==> config.mk <==
export PLATFORM = sky130hd
export DESIGN_NAME = hid_event_encoder
export DESIGN_NICKNAME = d
export VERILOG_FILES = /design/src/rtl/hid_event_pkg.sv /design/src/rtl/hid_byte_fifo.sv /design/src/rtl/hid_event_encoder.sv
export SDC_FILE = /design/constraint.sdc
export NUM_CORES = 1
export LEC_CHECK = 0
export CAP_MARGIN = 20
export CORE_MARGIN = 10
export CORE_UTILIZATION = 45
export DETAILED_ROUTE_END_ITERATION = 12
export SLEW_MARGIN = 20
export SYNTH_ARGS = -nofsm -noshare
export SYNTH_HDL_FRONTEND = slang
export SYNTH_HIERARCHICAL = 1
export SYNTH_SLANG_ARGS = --single-unit
==> constraint.sdc <==
create_clock -name clk -period 5.75 [get_ports clk]
set_clock_uncertainty 0.05 [all_clocks]
set_input_delay 1.725 -clock clk [delete_from_list [all_inputs] [get_ports clk]]
set_output_delay 1.725 -clock clk [all_outputs]
set_load 0.1 [all_outputs]
==> src/rtl/hid_event_pkg.sv <==
// Shared definitions for the HID event encoder:
// record opcodes, report types, record layout and FSM states.
package hid_event_pkg;

  localparam int REC_LEN = 4;

  localparam logic [7:0] REC_KEYDOWN = 8'h01;
  localparam logic [7:0] REC_KEYUP   = 8'h02;
  localparam logic [7:0] REC_REPEAT  = 8'h03;
  localparam logic [7:0] REC_MOUSE   = 8'h20;
  localparam logic [7:0] REC_GAMEPAD = 8'h30;

  localparam logic [1:0] USB_KBD     = 2'd1;
  localparam logic [1:0] USB_MOUSE   = 2'd2;
  localparam logic [1:0] USB_GAMEPAD = 2'd3;

  typedef enum logic [1:0] {
    ST_IDLE,
    ST_SCAN,
    ST_EMIT
  } state_t;

  // Element 0 is the first byte on the wire.
  typedef logic [REC_LEN-1:0][7:0] rec_t;

  function automatic rec_t key_rec(
    input logic [7:0] op,
    input logic [7:0] scan,
    input logic [7:0] m
  );
    rec_t r;
    r[0] = op;
    r[1] = scan;
    r[2] = m;
    r[3] = 8'h00;
    return r;
  endfunction

endpackage

==> src/rtl/hid_byte_fifo.sv <==
// Byte FIFO feeding the UART side; exposes its free-entry count
// so whole records can be admitted or refused up front.
module hid_byte_fifo #(
  parameter int DEPTH = 64
) (
  input  logic                     clk,
  input  logic                     resetn,
  input  logic                     push,
  input  logic [7:0]               din,
  input  logic                     pop,
  output logic [7:0]               dout,
  output logic                     valid,
  output logic [$clog2(DEPTH):0]   free
);

  localparam int AW = $clog2(DEPTH);

  logic [7:0] mem [DEPTH];
  logic [AW:0] wp, rp, cnt;
  logic do_push, do_pop;

  assign cnt     = wp - rp;
  assign valid   = cnt != '0;
  assign free    = (AW+1)'(DEPTH) - cnt;
  assign do_push = push && (cnt != (AW+1)'(DEPTH));
  assign do_pop  = pop && valid;
  assign dout    = valid ? mem[rp[AW-1:0]] : 8'h00;

  always_ff @(posedge clk or negedge resetn) begin
    if (!resetn) begin
      wp <= '0;
      rp <= '0;
    end else begin
      if (do_push) wp <= wp + 1'b1;
      if (do_pop)  rp <= rp + 1'b1;
    end
  end

  always_ff @(posedge clk) begin
    if (do_push) mem[wp[AW-1:0]] <= din;
  end

endmodule

==> src/rtl/hid_event_encoder.sv <==
// Turns USB HID reports into 4-byte event records
// (key down/up/repeat, mouse position, gamepad) on a byte stream.
module hid_event_encoder #(
  parameter int N_KEYS        = 6,
  parameter int FIFO_DEPTH    = 64,
  parameter int POS_W         = 10,
  parameter int REPEAT_DELAY  = 6000000,
  parameter int REPEAT_PERIOD = 1200000
) (
  input  logic                  clk,
  input  logic                  resetn,
  input  logic [1:0]            usb_type,
  input  logic                  usb_report,
  input  logic [7:0]            key_modifiers,
  input  logic [8*N_KEYS-1:0]   keys,
  input  logic [7:0]            mouse_btn,
  input  logic [7:0]            mouse_dx,
  input  logic [7:0]            mouse_dy,
  input  logic [9:0]            game_btns,
  output logic [7:0]            out_data,
  output logic                  out_valid,
  input  logic                  out_ready,
  output logic                  overflow,
  input  logic                  ovf_clr
);

  import hid_event_pkg::*;

  localparam int IW = $clog2(2*N_KEYS+1);
  localparam int FW = $clog2(FIFO_DEPTH)+1;
  localparam logic [POS_W-1:0] POS_MAX = '1;

  state_t state, state_n;
  logic [IW-1:0] idx;
  logic [1:0] bcnt;
  rec_t rec, rec_n, mouse_rec, gp_rec;
  logic wr_ok, ret_scan;
  logic [N_KEYS-1:0][7:0] new_keys, prev_keys;
  logic [7:0] mods;
  logic [POS_W-1:0] pos_x, pos_y, nx, ny;
  logic [11:0] x12, y12;
  logic [9:0] gp_last;
  logic [7:0] rep_code;
  logic rep_armed, rep_pend;
  logic [31:0] rep_cnt;
  logic [FW-1:0] free;
  logic [4:0] unused_btn;

  logic load_kbd, load_mouse, load_gp;
  logic start_emit, take_rep, scan_done;
  logic kd_event, ku_event, busy_hit, push;
  logic [7:0] code;
  logic in_new, in_prev;

  assign unused_btn = mouse_btn[7:3];

  function automatic logic [POS_W-1:0] clamp_add(
    input logic [POS_W-1:0] p,
    input logic [7:0]       d
  );
    logic signed [POS_W+1:0] s;
    s = $signed({2'b00, p})
      + $signed({{(POS_W-6){d[7]}}, d});
    if (s[POS_W+1])  return '0;
    else if (s[POS_W]) return POS_MAX;
    else return s[POS_W-1:0];
  endfunction

  function automatic logic [11:0] ext12(
    input logic [POS_W-1:0] p
  );
    logic [11:0] r;
    r = '0;
    r[POS_W-1:0] = p;
    return r;
  endfunction

  always_comb begin
    nx = clamp_add(pos_x, mouse_dx);
    ny = clamp_add(pos_y, mouse_dy);
    x12 = ext12(nx);
    y12 = ext12(ny);
    mouse_rec[0] = REC_MOUSE | {5'b0, mouse_btn[2:0]};
    mouse_rec[1] = x12[7:0];
    mouse_rec[2] = y12[7:0];
    mouse_rec[3] = {y12[11:8], x12[11:8]};
    gp_rec[0] = REC_GAMEPAD;
    gp_rec[1] = game_btns[9:2];
    gp_rec[2] = {6'b0, game_btns[1:0]};
    gp_rec[3] = 8'h00;
  end

  // Scan slot: indices below N_KEYS walk the new set,
  // the rest walk the previous set.
  always_comb begin
    code = 8'h00;
    in_new = 1'b0;
    in_prev = 1'b0;
    for (int i = 0; i < N_KEYS; i++) begin
      if (idx == IW'(i)) code = new_keys[i];
      if (idx == IW'(i + N_KEYS)) code = prev_keys[i];
    end
    for (int i = 0; i < N_KEYS; i++) begin
      in_new  = in_new  | (new_keys[i]  == code);
      in_prev = in_prev | (prev_keys[i] == code);
    end
  end

  always_comb begin
    state_n = state;
    rec_n = rec;
    load_kbd = 1'b0;
    load_mouse = 1'b0;
    load_gp = 1'b0;
    start_emit = 1'b0;
    take_rep = 1'b0;
    scan_done = 1'b0;
    kd_event = 1'b0;
    ku_event = 1'b0;
    push = 1'b0;
    busy_hit = usb_report && (state != ST_IDLE);
    unique case (state)
      ST_IDLE: begin
        if (usb_report) begin
          unique case (usb_type)
            USB_KBD: begin
              load_kbd = 1'b1;
              state_n = ST_SCAN;
            end
            USB_MOUSE: begin
              load_mouse = 1'b1;
              start_emit = 1'b1;
              rec_n = mouse_rec;
            end
            USB_GAMEPAD: begin
              if (game_btns != gp_last) begin
                load_gp = 1'b1;
                start_emit = 1'b1;
                rec_n = gp_rec;
              end
            end
            default: ;
          endcase
        end else if (rep_pend) begin
          take_rep = 1'b1;
          start_emit = 1'b1;
          rec_n = key_rec(REC_REPEAT, rep_code, mods);
        end
      end
      ST_SCAN: begin
        if (idx == IW'(2*N_KEYS)) begin
          scan_done = 1'b1;
          state_n = ST_IDLE;
        end else if (idx < IW'(N_KEYS)) begin
          if (code != 8'h00 && !in_prev) begin
            kd_event = 1'b1;
            start_emit = 1'b1;
            rec_n = key_rec(REC_KEYDOWN, code, mods);
          end
        end else if (code != 8'h00 && !in_new) begin
          ku_event = 1'b1;
          start_emit = 1'b1;
          rec_n = key_rec(REC_KEYUP, code, mods);
        end
      end
      ST_EMIT: begin
        push = wr_ok;
        if (bcnt == 2'd3)
          state_n = ret_scan ? ST_SCAN : ST_IDLE;
      end
      default: state_n = ST_IDLE;
    endcase
    if (start_emit) state_n = ST_EMIT;
  end

  always_ff @(posedge clk or negedge resetn) begin
    if (!resetn) state <= ST_IDLE;
    else state <= state_n;
  end

  always_ff @(posedge clk or negedge resetn) begin
    if (!resetn) begin
      idx <= '0;
      bcnt <= '0;
      rec <= '0;
      wr_ok <= 1'b0;
      ret_scan <= 1'b0;
      new_keys <= '0;
      prev_keys <= '0;
      mods <= '0;
      pos_x <= '0;
      pos_y <= '0;
      gp_last <= '0;
      rep_code <= '0;
      rep_armed <= 1'b0;
      rep_pend <= 1'b0;
      rep_cnt <= '0;
      overflow <= 1'b0;
    end else begin
      if (load_kbd) begin
        new_keys <= keys;
        mods <= key_modifiers;
        idx <= '0;
      end else if (state == ST_SCAN && !scan_done) begin
        idx <= idx + 1'b1;
      end
      if (scan_done) prev_keys <= new_keys;
      if (load_mouse) begin
        pos_x <= nx;
        pos_y <= ny;
      end
      if (load_gp) gp_last <= game_btns;
      // Admission is decided once, so a record is all-or-nothing.
      if (start_emit) begin
        rec <= rec_n;
        wr_ok <= free >= FW'(REC_LEN);
        ret_scan <= state == ST_SCAN;
        bcnt <= '0;
      end else if (state == ST_EMIT) begin
        bcnt <= bcnt + 1'b1;
      end
      if ((start_emit && free < FW'(REC_LEN)) || busy_hit)
        overflow <= 1'b1;
      else if (ovf_clr)
        overflow <= 1'b0;
      if (take_rep) rep_pend <= 1'b0;
      if (rep_armed) begin
        if (rep_cnt == '0) begin
          rep_pend <= 1'b1;
          rep_cnt <= 32'(REPEAT_PERIOD - 1);
        end else begin
          rep_cnt <= rep_cnt - 1'b1;
        end
      end
      if (ku_event && code == rep_code) begin
        rep_armed <= 1'b0;
        rep_pend <= 1'b0;
      end
      if (kd_event) begin
        rep_armed <= 1'b1;
        rep_pend <= 1'b0;
        rep_code <= code;
        rep_cnt <= 32'(REPEAT_DELAY - 1);
      end
    end
  end

  hid_byte_fifo #(
    .DEPTH(FIFO_DEPTH)
  ) u_fifo (
    .clk(clk),
    .resetn(resetn),
    .push(push),
    .din(rec[bcnt]),
    .pop(out_ready),
    .dout(out_data),
    .valid(out_valid),
    .free(free)
  );

endmodule

==> Yosys cells after proc, flatten, opt, wreduce, memory -nomap -nowiden <==
Memory sizes are Yosys's and may differ from the RTL's.
Index checks and enable logic that the tools add are counted.
{ "op_classes": {"add_sub_neg": 9, "multipliers": 0, "div": 0, "order_cmp": 4, "eq_ne": 43, "n_shift": 0, "n_mux": 82, "n_bitwise": 10, "n_reduce_logical": 26} }
{ "ops": {"columns": ["cell", "n"], "rows": [
  ["two-way mux 32 bit", 10],
  ["case mux 32 bit (2 select lines)", 2],
  ["two-way mux 8 bit", 14],
  ["equality test 8 bit", 13],
  ["two-way mux 10 bit", 4],
  ["two-way mux 1 bit", 39],
  ["zero test 32 bit", 1],
  ["subtractor 32 x 1 -> 32 bit, second input constant", 1],
  ["adder 11 x 8 -> 12 bit", 2],
  ["equality test 4 bit, second input constant", 5],
  ["inequality test 3 bit, second input constant", 6],
  ["binary-select mux 8 bit (select 2 bit)", 1],
  ["equality test 4 x 3 -> 1 bit, second input constant", 4],
  ["adder 7 x 1 -> 7 bit, second input constant", 2],
  ["two-way mux 2 bit", 7],
  ["nonzero test 2 bit", 7],
  ["inequality test 10 bit", 1],
  ["bitwise OR 1 bit", 10],
  ["equality test 2 bit, second input constant", 4],
  ["equality test 4 x 2 -> 1 bit, second input constant", 2],
  ["logical AND 1 bit", 8],
  ["two-way mux 4 bit", 2],
  ["AND reduction 8 bit", 1],
  ["nonzero test 8 bit", 1],
  ["23 further kinds", 27]
]} }
{ "totals": {"regBits": 233, "latchBits": 0, "ram_bits": 512, "mem_bits_ro": 0, "out_inout_bits": 10, "elab_cells": 207, "n_memories": 1} }
{ "mem_list": {"columns": ["memory", "words", "word_bits", "read_ports", "rd_clocked_by_memory_dff", "write_ports", "line", "source"], "rows": [
  ["u_fifo.mem", 64, 8, 1, 0, 1, "hid_byte_fifo.sv:18", "logic [7:0] mem [DEPTH];"]
]} }

==> Depth between registers and ports, before layout <==
Gate-level depths: netlist of the first run.
{ "logic_depth": {"ltp_word": 28, "mapped_depth": 19, "ltp_nobuf": 15} }

==> Cells and area by module <==
The synthesis of the first run kept the hierarchy.
{ "by_module_without_submodules": {"columns": ["module", "instances", "cells_per_inst", "area_per_inst_um2", "seq_area_each_um2"], "rows": [
  ["hid_byte_fifo", 1, 1040, 20918.8, 15725.1],
  ["hid_event_encoder", 1, 1668, 15113.2, 5305.1]
]} }

==> Least setup slack after synthesis of the first run <==
OpenSTA, ideal clock, no wires.
{ "synth_path": {"path_type": "register -> output", "from": "register u_fifo.rp[2]", "to": "output port out_data[4]", "arrival_time_ns": 5.675, "required_ns": 3.975, "path_slack_ns": -1.700, "stages_incl_launch_ff": 12, "n_path_buf": 3, "cell_sequence": "dfrtp_1 -> clkbuf_1 -> clkbuf_1 -> clkbuf_1 -> inv_1 -> ha_1 -> a211oi_1 -> o21bai_1 -> a21oi_1 -> xnor2_1 -> nor2_2 -> nor4_1"} }
{ "synth_via": {"elab_chain_len": 3} }
{ "synth_rtl": {"columns": ["item", "line", "source"], "rows": [
  ["start: declaration", "hid_byte_fifo.sv:19", "logic [AW:0] wp, rp, cnt;"],
  ["start signal: assignment", "hid_byte_fifo.sv:35", "if (do_pop) rp <= rp + 1'b1;"],
  ["subtractor 7 bit", "hid_byte_fifo.sv:22", "assign cnt = wp - rp;"],
  ["nonzero test 7 bit", "hid_byte_fifo.sv:23", "assign valid = cnt != '0;"],
  ["two-way mux 8 bit *", "hid_byte_fifo.sv:27", "assign dout = valid ? mem[rp[AW-1:0]] : 8'h00;"],
  ["end: declaration", "hid_event_encoder.sv:20", "output logic [7:0] out_data,"]
]} }
Every way passes the cells marked *; elsewhere a longest branch is shown, timed or not.

==> Worst setup path after layout of the first run <==
{ "layout_path": {"from": "register u_fifo.wp[0]", "to": "output port out_data[7]"} }
{ "layout_via": {"elab_chain_len": 3} }
{ "layout_rtl": {"columns": ["item", "line", "source"], "rows": [
  ["start: declaration", "hid_byte_fifo.sv:19", null],
  ["start signal: assignment", "hid_byte_fifo.sv:34", "if (do_push) wp <= wp + 1'b1;"],
  ["subtractor 7 bit", "hid_byte_fifo.sv:22", null],
  ["nonzero test 7 bit", "hid_byte_fifo.sv:23", null],
  ["two-way mux 8 bit", "hid_byte_fifo.sv:27", null]
]} }
No other way between the ends.

==> impl_metrics.yaml, run 1 <==
outcome:
  status: "completed"
placed_design:
  dpl_cell_area_um2: 39300
  gp_congestion: 0.978
  dpl_worst_slack_ps: 426
  io_buffers: 101
  dp_hpwl_mm: 84.3
routing:
  viasPerCell: 6.28
  num_vias: 25400
  drtPass1Iterations: 5
  wire_per_inst_um: 29.8
  route.detailed.drc: 0
  wl_mm: 120
  antenna_left: 0
  drt-initial-drc-count: 2570
critical_path:
  crit_arrival_ps: 3800
  criticalPathCategory: "flip-flop to primary output"
  critPathMaxFanout: 6
  start_kind: "flip-flop"
  cp_common_cell: "inv_1"
  end_kind: "primary output"
  critPathMaxStageDelay_ps: 650
  cp.required_ps: 3970
  cp_cell_sequence: "inv_1, ha_1, inv_1, fa_1, a211oi_2, nor2_1, xor2_1, or4b_4, nor2_4, buf_4, a21oi_1, buf_12"
  crit_path_top_delay_cell: "or4b_4"
flow_run:
  drv_cap: 0
power_and_ir_drop:
  p_comb_share_pct: 50.3
  switchingPower_mw: 11.6
  ir_drop_v: 0.000428
  cell_internal_pwr_mw: 15.6
  p_leak_nw: 15.4
  pwr-share-seq_pct: 30.0
  cellPowerDensity_nw_per_um2: 646
  p_clk_share_pct: 19.7
  totalPowerFinal_mw: 27.2
  sw_frac_of_total_pct: 42.7
clocking:
  cts_buffers: 79
  cts_tree: "yes"
  clock_sinks: 738
  htree_levels: 3
  clk_pin_slew_ps: 60
  cts_buffer_depth: 3
  clockRootBuffer: "clkbuf_16"
  insertion_delay_ps: 640
timing:
  fin_ws_ps: 177
  max_slew_margin_pct: 29.3
  slew_viol_final: 0
  setup_violations: 0
  tns_ps: 0
  post-route-period-util_pct: 96.9
  max_clock_freq_ghz: 0.179
  period_needed_ps: 5570
  hold_viol: 0
  rsz0062_at_grt: "no"
  tightest_slew_ps: 1050
logic_synthesis:
  yosysWarnings: 6
  synthesis.nets: 2845
  synth_cells: 2707
  syn-cell-area_um2: 36000
  synth.avg_cell_area_um2: 13.3
global_route:
  grt_max_degree: 92
  antenna_found_initial: 1
  grt.total_usage_pct: 26.1
  grt.overflow.total: 0
  grt_pass1_vias: 25800
  grt_first_pass_wirelength_mm: 177
finish:
  area_growth_syn_to_layout_pct: 17.0
  nFillCells: 6685
  final_area_um2: 42100
  nets: 3067
  drive_above_1_share_pct: 22.5
floorplanning:
  coreArea_um2: 79100
  start_util_pct: 45.5
  rows: 103
  die_w_um: 303
  dieHeight_um: 303
  die_area_um2: 91800
  io_pins: 107
min_path:
  hold_path.class: "flip-flop to flip-flop"
-- power groups by stage --
stage	sequential [mW]	clock, mW	combinational, mW
2_1_floorplan	7.73	0	8.35
3_3_place_gp	8.22	0	13.3
3_5_place_dp	8.25	0	13.4
4_1_cts	8.15	5.47	13.5
5_1_grt	8.26	5.68	14.5
6_report	8.18	5.37	13.7
-- final cells by class --
| cell class | count | area (um^2) | area share, % |
|---|---|---|---|
| multi-input cells | 1744 | 14100 | 33.4 |
| inverters | 59 | 221 | 0.526 |
| clock buffers | 99 | 2130 | 5.06 |
| diodes | 1 | 2.50 | 0.00594 |
| clock inverters | 44 | 629 | 1.49 |
| flip-flops and latches | 738 | 21000 | 49.9 |
| repair buffers | 307 | 2740 | 6.50 |
| well taps | 1050 | 1310 | 3.12 |
-- cells in the final DEF, fill, tap and decap left out, types with 79 or more instances in the layout --
cell type        instances
nor2_1                 225
edfxtp_1               512
o21ai_0                126
mux2_2                 110
nand2_1                178
xnor2_1                 80
buf_4                  199
dfrtp_1                222
a21oi_1                 89
clkdlybuf4s50_1         91
clkbuf_16               79
mux4_2                 134
-- worst max-delay path, delay by kind of cell, from the launching register on --
kind / cells / cell delay, ps
fa+ha+maj: 2 / 590
simple gates: 3 / 990
compound gates: 2 / 370
flops: 1 / 430
xor+xnor: 1 / 220
buf+inv: 4 / 580
-- final timing paths --
check | startpoint | to | slack [ps] | cells past startpoint
min in group asynchronous | resetn | new_keys[0] | 1070 | 1
worst min-delay path | rec[4] | rec[4] | 430 | 1
worst min register to register | rec[4] | rec[4] | 430 | 1
max in group asynchronous | resetn | rec[12] | 3500 | 2
worst max register to register | idx[0] | rep_armed | 400 | 18
worst max-delay path | u_fifo/wp[0] | out_data[7] | 180 | 12
-- repair_timing --
action	CTS	global route
resized for setup	1	2
setup endpoints to repair	6	8
pin swaps	0	2
setup buffers	0	3
hold buffers	0	0
gates cloned	0	1
hold endpoints to repair	0	0
-- per-layer routing --
layer	global-route usage (%)	wire (um)	up-vias
met1	34.5	49700	13100
met5	0	0	-
li1	-	-	11000
met4	10.1	4970	0
met2	42.5	57600	1104
met3	4.81	8160	253
-- flip-flops by register name (all words and copies together), names as in the netlist --
signal      cells
bcnt            2
gp_last        10
idx             4
mods            8
new_keys       48
overflow        1
pos_x          10
pos_y          10
prev_keys      48
rec            25
rep_armed       1
rep_cnt        32
rep_code        8
rep_pend        1
ret_scan        1
state           2
u_fifo/mem    512
u_fifo/rp       7
u_fifo/wp       7
wr_ok           1
-- metrics by stage --
step / hold WS [ps] / instances / utilization (%)
2_1_floorplan: 394 / 2707 / -
3_3_place_gp: 412 / 3894 / 49.7
3_5_place_dp: 416 / 3894 / 49.7
4_1_cts: 430 / 4037 / 53.2
5_1_grt: 452 / 4041 / 53.3
6_report: 430 / 4042 / 53.3
Power figures use the tool's default switching activity.
==> run 2, diff against run 1 <==
- CORE_UTILIZATION: 45 -> 55
- CTS_CLUSTER_SIZE: unset -> 24
- PLACE_DENSITY: unset -> 0.72
- SKIP_LAST_GASP: unset -> 1
==> impl_metrics.yaml, run 2 (synthesis gave the netlist of run 1 again) <==
placed_design:
  dpl_cell_area_um2: 39000
  io_buffers: 101
  gp_congestion: 1.03
  dpl_worst_slack_ps: 143
  dp_hpwl_mm: 83.5
finish:
  nFillCells: 4672
  drive_above_1_share_pct: 21.8
  seq_area_um2: 21000
  area_growth_syn_to_layout_pct: 15.6
  final_area_um2: 41700
  final_common_cell: "edfxtp_1"
  nets: 3047
  largest_reg_flops: 512
  n_antenna_cell: 0
  layout_common_cells: "edfxtp_1 (512), nor2_1 (225), dfrtp_1 (222), nand2_1 (178), buf_4 (177)"
  multi_input_area_um2: 14100
power_and_ir_drop:
  p_comb_share_pct: 51.1
  sw_frac_of_total_pct: 43.7
  p_clk_share_pct: 18.8
  cell_internal_pwr_mw: 15.4
  p_leak_nw: 15.2
  cellPowerDensity_nw_per_um2: 656
  ir_drop_v: 0.000474
  pwr-share-seq_pct: 30.2
  switchingPower_mw: 11.9
timing:
  setup_violations: 0
  hold_viol: 0
  max_slew_margin_pct: 31.5
  fin_ws_ps: 90.8
  post-route-period-util_pct: 98.4
  period_needed_ps: 5660
  tightest_slew_ps: 1030
  rsz0062_at_grt: "yes"
  slew_viol_final: 0
  max_clock_freq_ghz: 0.177
routing:
  wire_per_inst_um: 31.7
  route.detailed.drc: 0
  drtPass1Iterations: 9
  antenna_left: 0
  drt-initial-drc-count: 3395
  viasPerCell: 6.78
  wl_mm: 121
  num_vias: 26000
global_route:
  grt.total_usage_pct: 32.0
  grt_first_pass_wirelength_mm: 179
  grt_max_degree: 115
  antenna_found_initial: 3
  grt_pass1_vias: 26400
  grt.overflow.total: 0
floorplanning:
  dieHeight_um: 276
  die_area_um2: 76100
  start_util_pct: 55.7
  rows: 93
  die_w_um: 276
  coreArea_um2: 64700
  io_pins: 107
outcome:
  status: "completed"
clocking:
  clk_pin_slew_ps: 60
  htree_levels: 3
  clockRootBuffer: "clkbuf_16"
  cts_buffer_depth: 3
  insertion_delay_ps: 640
  clock_sinks: 738
  cts_buffers: 77
  cts_tree: "yes"
critical_path:
  crit_arrival_ps: 6100
  cp_top_family: "simple AND/OR/NAND/NOR gates"
  critPathMaxStageDelay_ps: 630
  cp_cell_sequence: "inv_1, ha_1, nor2b_1, buf_4, a32o_1, and2b_1, buf_4, o21a_1, nor3_1, nor3_1, nand4_1, nor3_1, or4_4, nor3_1, buf_4, nor4b_1, o21ai_0"
  cp_common_cell: "nor3_1"
  critPathBufInv: 4
  end_kind: "flip-flop"
  crit_path_top_delay_cell: "ha_1"
  criticalPathCategory: "flip-flop to flip-flop"
  start_kind: "flip-flop"
  critPathMaxFanout: 8
  cp.required_ps: 6190
min_path:
  hold_path.class: "flip-flop to flip-flop"
flow_run:
  drv_cap: 0
run 2: worst paths after layout:
kind | from | endpoint | slack, ps | depth (start not counted)
hold / removal | pos_x[4] | pos_x[4] | 440 | 2
setup / recovery | idx[1] | rep_armed | 90 | 17
max in group asynchronous | resetn | state[0] | 3490 | 2
setup reg to reg | idx[1] | rep_armed | 90 | 17
min in group asynchronous | resetn | prev_keys[27] | 1110 | 1
hold reg to reg | pos_x[4] | pos_x[4] | 440 | 2
run 2: layer usage:
layer  global-route usage, %  routed length (um)
met5                       0                  26
met4                    18.2                7920
met1                    40.6               45600
met2                    51.3               57500
met3                    6.03               10300
run 2: worst reg2reg max path: cells and delay by family, from the launching register on:
| kind | cells | cell delay (ps) |
|---|---|---|
| adders and majority gates | 1 | 630 |
| and+or+nand+nor | 9 | 2920 |
| AOI/OAI and AO/OA | 3 | 670 |
| DFF | 1 | 460 |
| buffers and inverters | 4 | 780 |
run 2: layout make-up:
type / instances / share of cell area (%)
flip-flops and latches: 738 / 50.5
multi-input cells: 1744 / 33.8
repair buffers: 289 / 6.37
clock buffers: 90 / 4.77
well taps: 855 / 2.57
clock inverters: 53 / 1.49
inverters: 59 / 0.532
run 2: what timing repair did:
item / in CTS / in global routing
setup endpoints to repair: 9 / 12
gates resized for setup: 1 / 4
endpoints found under the hold margin: 0 / 0
pin swaps: 0 / 2
setup buffers: 0 / 1
hold buffers: 0 / 0
cloned: 0 / 1
run 2: power by group through the flow:
stage	Clock (mW)	Combinational, mW	Sequential, mW
floorplan	0	8.35	7.73
global placement	0	13.3	8.26
detailed placement	0	13.5	8.30
CTS	5.19	13.6	8.20
global route	5.40	14.6	8.31
finish	5.13	13.9	8.24
run 2: through the flow:
step                hold slack, ps  total power [mW]  TNS (ps)  utilization [%]  cells
floorplan                      394              16.1     -2360                -   2707
global placement               416              21.6         0             60.3   3683
detailed placement             419              21.8         0             60.3   3683
CTS                            439              27.0         0             64.3   3826
global route                   461              28.3     -23.4             64.4   3828
finish                         436              27.3         0             64.4   3828
